[src/rtl/weight_fetch_ctrl.sv]
// Weight-store load controller: walks every phase of a layer, loads each
// 36-word weight vector from the store and hands it downstream over valid/ready.
module weight_fetch_ctrl #(
    parameter int         NUM_PHASE = 8,
    parameter int         TIMEOUT   = 16,
    parameter int         DATA_LEN  = 8,
    parameter logic [3:0] LAYER0    = 4'd0,
    parameter logic [3:0] LAYER1    = 4'd1,
    parameter logic [3:0] LAYER2    = 4'd2,
    parameter logic [3:0] LAYER3    = 4'd3,
    parameter logic [3:0] AFFINE    = 4'd4
) (
    input  logic                     clk,
    input  logic                     rst_n,
    input  logic                     start,
    input  logic [3:0]               layer,
    output logic                     ws_load,
    output logic [3:0]               ws_cs,
    output logic [2:0]               ws_phase,
    input  logic                     ws_valid,
    input  logic [36*DATA_LEN-1:0]   ws_q,
    output logic                     w_valid,
    input  logic                     w_ready,
    output logic [36*DATA_LEN-1:0]   w_data,
    output logic [2:0]               w_phase,
    output logic                     w_last,
    output logic                     busy,
    output logic                     done,
    output logic                     err
);

    localparam int              W       = 36 * DATA_LEN;
    localparam int              CW      = $clog2(TIMEOUT);
    localparam logic [2:0]      LAST_PH = 3'(NUM_PHASE - 1);
    localparam logic [CW-1:0]   CNT_MAX = CW'(TIMEOUT - 1);
    localparam logic [CW-1:0]   CNT_UNMASK = CW'(2);

    typedef enum logic [1:0] {IDLE, SETUP, FETCH, HOLD} state_t;

    state_t        state, state_nxt;
    logic [CW-1:0] cnt, cnt_nxt;
    logic          load_nxt, w_valid_nxt, w_last_nxt, done_nxt, err_nxt;
    logic [3:0]    cs_nxt;
    logic [2:0]    ph_nxt, w_phase_nxt;
    logic [W-1:0]  w_data_nxt;
    logic          layer_ok;

    assign layer_ok = (layer == LAYER0) || (layer == LAYER1) || (layer == LAYER2) ||
                      (layer == LAYER3) || (layer == AFFINE);
    assign busy     = (state != IDLE);

    always_ff @(posedge clk or negedge rst_n) begin
        if (!rst_n) begin
            state    <= IDLE;
            cnt      <= '0;
            ws_load  <= 1'b0;
            ws_cs    <= '0;
            ws_phase <= '0;
            w_valid  <= 1'b0;
            w_data   <= '0;
            w_phase  <= '0;
            w_last   <= 1'b0;
            done     <= 1'b0;
            err      <= 1'b0;
        end else begin
            state    <= state_nxt;
            cnt      <= cnt_nxt;
            ws_load  <= load_nxt;
            ws_cs    <= cs_nxt;
            ws_phase <= ph_nxt;
            w_valid  <= w_valid_nxt;
            w_data   <= w_data_nxt;
            w_phase  <= w_phase_nxt;
            w_last   <= w_last_nxt;
            done     <= done_nxt;
            err      <= err_nxt;
        end
    end

    always_comb begin
        state_nxt   = state;
        cnt_nxt     = cnt;
        load_nxt    = ws_load;
        cs_nxt      = ws_cs;
        ph_nxt      = ws_phase;
        w_valid_nxt = w_valid;
        w_data_nxt  = w_data;
        w_phase_nxt = w_phase;
        w_last_nxt  = w_last;
        done_nxt    = 1'b0;
        err_nxt     = err;
        unique case (state)
            IDLE: begin
                if (start) begin
                    if (layer_ok) begin
                        cs_nxt    = layer;
                        ph_nxt    = '0;
                        err_nxt   = 1'b0;
                        state_nxt = SETUP;
                    end else begin
                        err_nxt = 1'b1;
                    end
                end
            end
            // load low for one cycle lets the store re-init on the new phase
            SETUP: begin
                load_nxt  = 1'b1;
                cnt_nxt   = '0;
                state_nxt = FETCH;
            end
            // store valid is stale from the previous phase until its init clears it
            FETCH: begin
                cnt_nxt = cnt + CW'(1);
                if (ws_valid && (cnt >= CNT_UNMASK)) begin
                    w_data_nxt  = ws_q;
                    w_phase_nxt = ws_phase;
                    w_last_nxt  = (ws_phase == LAST_PH);
                    w_valid_nxt = 1'b1;
                    load_nxt    = 1'b0;
                    state_nxt   = HOLD;
                end else if (cnt == CNT_MAX) begin
                    load_nxt  = 1'b0;
                    err_nxt   = 1'b1;
                    state_nxt = IDLE;
                end
            end
            HOLD: begin
                if (w_ready) begin
                    w_valid_nxt = 1'b0;
                    w_last_nxt  = 1'b0;
                    if (ws_phase == LAST_PH) begin
                        done_nxt  = 1'b1;
                        state_nxt = IDLE;
                    end else begin
                        ph_nxt    = ws_phase + 3'd1;
                        state_nxt = SETUP;
                    end
                end
            end
            default: state_nxt = IDLE;
        endcase
    end

endmodule

[config.mk]
export PLATFORM = sky130hd
export DESIGN_NAME = weight_fetch_ctrl
export DESIGN_NICKNAME = d
export VERILOG_FILES = /design/src/rtl/weight_fetch_ctrl.sv
export SDC_FILE = /design/constraint.sdc
export NUM_CORES = 1
export LEC_CHECK = 0
export BUFFER_PORTS_ARGS = -buffer_cell sky130_fd_sc_hd__buf_2
export CAP_MARGIN = 10
export CORE_AREA = 4 4 231 233
export CTS_CLUSTER_DIAMETER = 80
export DETAILED_ROUTE_END_ITERATION = 7
export DIE_AREA = 0 0 235 237
export PLACE_DENSITY = 0.45
export SYNTH_ARGS = -nofsm -noshare
export SYNTH_HDL_FRONTEND = slang
export SYNTH_SLANG_ARGS = --single-unit
export TNS_END_PERCENT = 100
[constraint.sdc]
create_clock -name clk -period 2.5 [get_ports clk]
set_clock_uncertainty 0.05 [all_clocks]
set_input_delay 0.375 -clock clk [delete_from_list [all_inputs] [get_ports clk]]
set_output_delay 0.375 -clock clk [all_outputs]
set_load 0.03 [all_outputs]
# ---- Word-level counts from Yosys, hierarchy flattened
# Index checks and enable logic that the tools add are counted.
dict set report word_totals {
  register_bits 309
  latchBits 0
  mem_bits_rw 0
  romBits 0
  inputBits 297
  wordCells 79
  memories 0
}
dict set report classes {
  n_addsub 2
  multipliers 0
  div 0
  order_cmp 1
  eq_ne 17
  shifts 0
  mux 29
  bitwise 0
  n_reduce_logical 19
}
# op n
set ops {}
lappend ops {{$ne A2 B2 Y1 const B} 7}
lappend ops {{$mux W1} 13}
lappend ops {{$mux W3} 4}
lappend ops {{$mux W2} 5}
lappend ops {{$reduce_bool A2 Y1} 5}
lappend ops {{$eq A4 B2 Y1 const B} 2}
lappend ops {{$pmux W1 S2} 4}
lappend ops {{$pmux W2 S4} 1}
lappend ops {{$pmux W4 S2} 1}
lappend ops {{$reduce_and A4 Y1} 2}
lappend ops {{$pmux W3 S2} 1}
lappend ops {{$reduce_and A3 Y1} 2}
lappend ops {{$reduce_and A5 Y1} 1}
lappend ops {{$add A4 B1 Y4 const B} 1}
lappend ops {{$eq A2 B2 Y1 const B} 2}
lappend ops {{$eq A4 B1 Y1 const B} 1}
lappend ops {{$eq A4 B3 Y1 const B} 1}
lappend ops {{$eq A4 B4 Y1 const B} 1}
lappend ops {{$ge A4 B2 Y1 const B} 1}
lappend ops {{$logic_not A4 Y1} 1}
lappend ops {{$logic_or A1 B1 Y1} 4}
lappend ops {{$reduce_and A2 Y1} 2}
lappend ops {{$add A3 B1 Y3 const B} 1}
lappend ops {{$eq A3 B3 Y1 const B} 1}
lappend ops {{4 further kinds} 4}

# ---- Depth between registers and ports, before layout
dict set report depth {
  word_depth 8
  ltp_mapped 9
}

# ---- Worst setup path after synthesis
# Ideal clock, no wire load.
dict set report synth_path {
  path_type {reg-to-reg}
  start {register ws_phase[0]}
  end {register ws_phase[0]}
  setup_ps 125
  arrival_time_ps 1870
  t_required_ps 2325
  slack_ps 455
  path_stages_with_launch 7
  path_buffers 0
  cell_sequence {dfrtp_1 -> ha_1 -> ha_1 -> nor2b_1 -> nand2_1 -> a21boi_0 -> mux2_2}
}
dict set report synth_via {
  elab_chain_cells 4
  elab_cells_between_ends 7
}
# item line_no
set synth_rtl {}
lappend synth_rtl {{start: declaration} 19} ;# output logic [2:0] ws_phase,
lappend synth_rtl {{start signal: assignment} 70} ;# ws_phase <= ph_nxt;
lappend synth_rtl {{$add A3 B1 Y3} 135} ;# ph_nxt = ws_phase + 3'd1;
lappend synth_rtl {{$mux W3} 131} ;# if (ws_phase == LAST_PH) begin
lappend synth_rtl {{$mux W3} 128} ;# if (w_ready) begin
lappend synth_rtl {{$pmux W3 S2} 92} ;# unique case (state)
# Several ways; a longest one is shown, not always the timed one. The select of a mux whose other input is x is not followed.
# A chain may end at the register's enable or synchronous reset.

# ---- Worst setup path after layout
dict set report layout_path {
  start {register cnt[1]}
  end {register w_data[205]}
}
dict set report layout_via {
  elab_chain_cells 3
}
# item line_no
set layout_rtl {}
lappend layout_rtl {{start: declaration} 41} ;# logic [CW-1:0] cnt, cnt_nxt;
lappend layout_rtl {{start signal: assignment} 67} ;# cnt <= cnt_nxt;
lappend layout_rtl {{$ge A4 B2 Y1} 114} ;# if (ws_valid && (cnt >= CNT_UNMASK)) begin
lappend layout_rtl {{$logic_and A1 B1 Y1} 114}
lappend layout_rtl {{$reduce_and A2 Y1 (no line)} --}
lappend layout_rtl {{end signal: assignment} 72} ;# w_data <= w_data_nxt;
lappend layout_rtl {{end: declaration} 24} ;# output logic [36*DATA_LEN-1:0] w_data,
# No other way between the ends.

==> results.json <==
{
  "yosys_warnings": 0,
  "critPathSlowestCell": "dfrtp_1",
  "drive_gt1_share_pct": 47.3,
  "syn-instance-count": 711,
  "setup_ws_ns": 0.255,
  "synth_cell_types": 35,
  "antenna_left": 0,
  "cts.sinks": 309,
  "critPathLaunchType": "flip-flop",
  "cp_max_fo": 35,
  "final.min_clock_period_ns": 2.25,
  "grt_pass1_wl_um": 61800,
  "syn_avg_cell_area_sq_um": 16.8,
  "nets": 1928,
  "cp_num_buf_inv": 2,
  "place_congestion": 0.769,
  "yosysMostFrequentCell": "dfrtp_1",
  "ctsResizeCount": 0,
  "track_usage_pct": 13.7,
  "finalCritPeriodShare_pct": 89.8,
  "cellPowerDensity_nw_per_um2": 1140,
  "netlist_top_cells_area": "dfrtp_1 65%, mux2_1 19%, mux2_2 8.6%",
  "n_fill_cell": 4851,
  "end_kind": "flip-flop",
  "die_area_sq_um": 55700,
  "drt-vias-per-instance": 4.03,
  "reg2reg_to": "w_data[205]",
  "slew_headroom_pct": 65.2,
  "num_rows": 83,
  "r2r_slack_ns": 0.25,
  "synth_nets": 1015,
  "yosys.area.top_type": "dfrtp_1",
  "cts_buffer_depth": 3,
  "cp_slowest_stage_delay_ns": 0.45,
  "hold_path_end": "w_data[30]",
  "place_ws_ns": 0.264,
  "drt_iter0_drc": 241,
  "setup_viol": 0,
  "synth_edf_count": 0,
  "synth_top_area_share_pct": 64.5,
  "wl_per_cell_um": 16.7,
  "drc_errors": 0,
  "cap_violations": 0,
  "die_h_um": 237,
  "areaGrowthSynthToFinish_pct": 65.3,
  "reg2reg_depth": 6,
  "crit_path_cell_trace": "ha_1, o41ai_4, or2_4, buf_12, buf_12, mux2_2",
  "yosys_register_bits": 309,
  "final-seq-area_sq_um": 7730,
  "fmax_mhz": 445,
  "crit_start": "cnt[1]",
  "core_area_sq_um": 51200,
  "dpl.hpwl_um": 28700,
  "htree_levels": 2,
  "ys_async_sr_fraction_pct": 100,
  "grt_pass1_vias": 10520,
  "tritoncts": "built",
  "antenna_found_initial": 2,
  "synthesis.area_sq_um": 12000,
  "hold_class": "in -> reg",
  "p_leak_nw": 10.8,
  "rsz0062_at_grt": "no",
  "io_pins": 601,
  "hp-start": "ws_q[30]",
  "whs_path_depth": 2,
  "finalHoldViolCount": 0,
  "first_pass_iters": 4,
  "grt_max_degree": 71,
  "path_class": "reg -> reg",
  "cp_top_family": "buffers and inverters",
  "start_util_pct": 23.4,
  "tns_ns": 0,
  "numCtsBuffers": 38,
  "root_buffer": "clkbuf_16",
  "synthTopCellsByCount": "309 x dfrtp_1, 202 x mux2_1, 91 x mux2_2",
  "vias": 9375,
  "synth.yosys.seq_area_share_pct": 64.5,
  "clk_pin_slew_worst_paths_ns": 0.06,
  "io_buffers": 600,
  "r2r-start": "cnt[1]",
  "totalWireLength_um": 38800,
  "overflow": 0,
  "cp.arrival_ns": 2.60,
  "multi_input_area_sq_um": 3760,
  "die_w_um": 235,
  "crit_required_ns": 2.86,
  "status": "finished, final reports clean",
  "synth_ff_type": "dfrtp_1",
  "tightest_slew_ns": 0.523,
  "clkLatencyLatePin_ns": 0.53,
  "drv_slew": 0,
  "crit_top_cell": "buf_12",
  "max-vdd-ir-drop_mv": 0.580
}
-- through the flow --
stage	total power, mW	cells	util, %	instance area (sq um)	hold slack, ns
final	22.5	2328	38.7	19800	0.0438
after global routing	23.7	2328	38.7	19800	0.00708
after CTS	22.9	2327	38.7	19800	0.00124
after detailed placement	16.8	1986	30.8	15800	0.316
after global placement	16.7	1986	30.8	15800	0.313
after floorplan	13.6	711	-	12000	0.0294
-- routing by layer --
metal  GRT usage (%)  up-vias  share of wire (%)
li1                -     4338                  -
met1            15.7     4573                 38
met2            23.9      398                 50
met3            5.36       64                8.8
met4            4.01        2                2.3
met5               0        -              0.052
-- area by class of cell --
cell class | instances | share of cell area (%)
Multi-Input combinational cell | 358 | 19.0
Antenna cell | 1 | 0.0126
Clock inverter | 9 | 0.638
Timing Repair Buffer | 907 | 31.1
Tap cell | 680 | 4.30
Inverter | 10 | 0.190
Clock buffer | 54 | 5.73
Sequential cell | 309 | 39.0
-- flip-flops by register name (all words and copies together) (netlist names) --
signal / flops
ws_phase: 3
done: 1
ws_load: 1
err: 1
state: 2
cnt: 4
w_last: 1
ws_cs: 4
w_phase: 3
w_data: 288
w_valid: 1
-- layout by cell type (no fill, tap or decap), types with 3 or more instances in the layout --
master and instances:
a31oi_1 4, and3_1 3, buf_12 12, buf_2 599, buf_4 17, bufinv_16 3, clkbuf_1 7, clkbuf_16 41
clkbuf_8 6, clkinv_2 4, dfrtp_1 309, dlygate4sd3_1 278, ha_1 7, inv_1 10, mux2_1 202, mux2_2 91
mux2i_1 3, nand2_1 12, nand3_1 3, o21ai_0 9
-- worst max-delay path by stage --
| stage | to | slack, ns | cells past startpoint |
|---|---|---|---|
| 6_report | w_data[205] | 0.25 | 6 |
| 3_5_place_dp | w_data[205] | 0.26 | 6 |
| 3_3_place_gp | w_data[202] | 0.32 | 6 |
| 4_1_cts | w_data[205] | 0.25 | 6 |
| 2_1_floorplan | ws_phase[0] | 0.46 | 6 |
| 5_1_grt | w_data[205] | 0.16 | 6 |
-- timing repair --
action	4_1_cts	5_1_grt
hold buffers	278	0
endpoints found under the hold margin	325	0
buffers inserted	0	0
-- report_power, final --
group	leakage, nW	switching (mW)	internal (mW)
clock network	0.619	2.08	3.45
logic	6.06	5.99	3.18
registers	4.12	0.939	6.87
total	10.8	9.02	13.5
-- cells by family after synthesis --
logic type | synth area share [%]
and+or+nand+nor | 1.28
AOI/OAI and AO/OA | 1.55
DFF | 64.5
muxes | 27.8
adders and majority gates | 0.731
buffers and inverters | 4.09
Note: power is estimated with default switching activity, not from simulation.
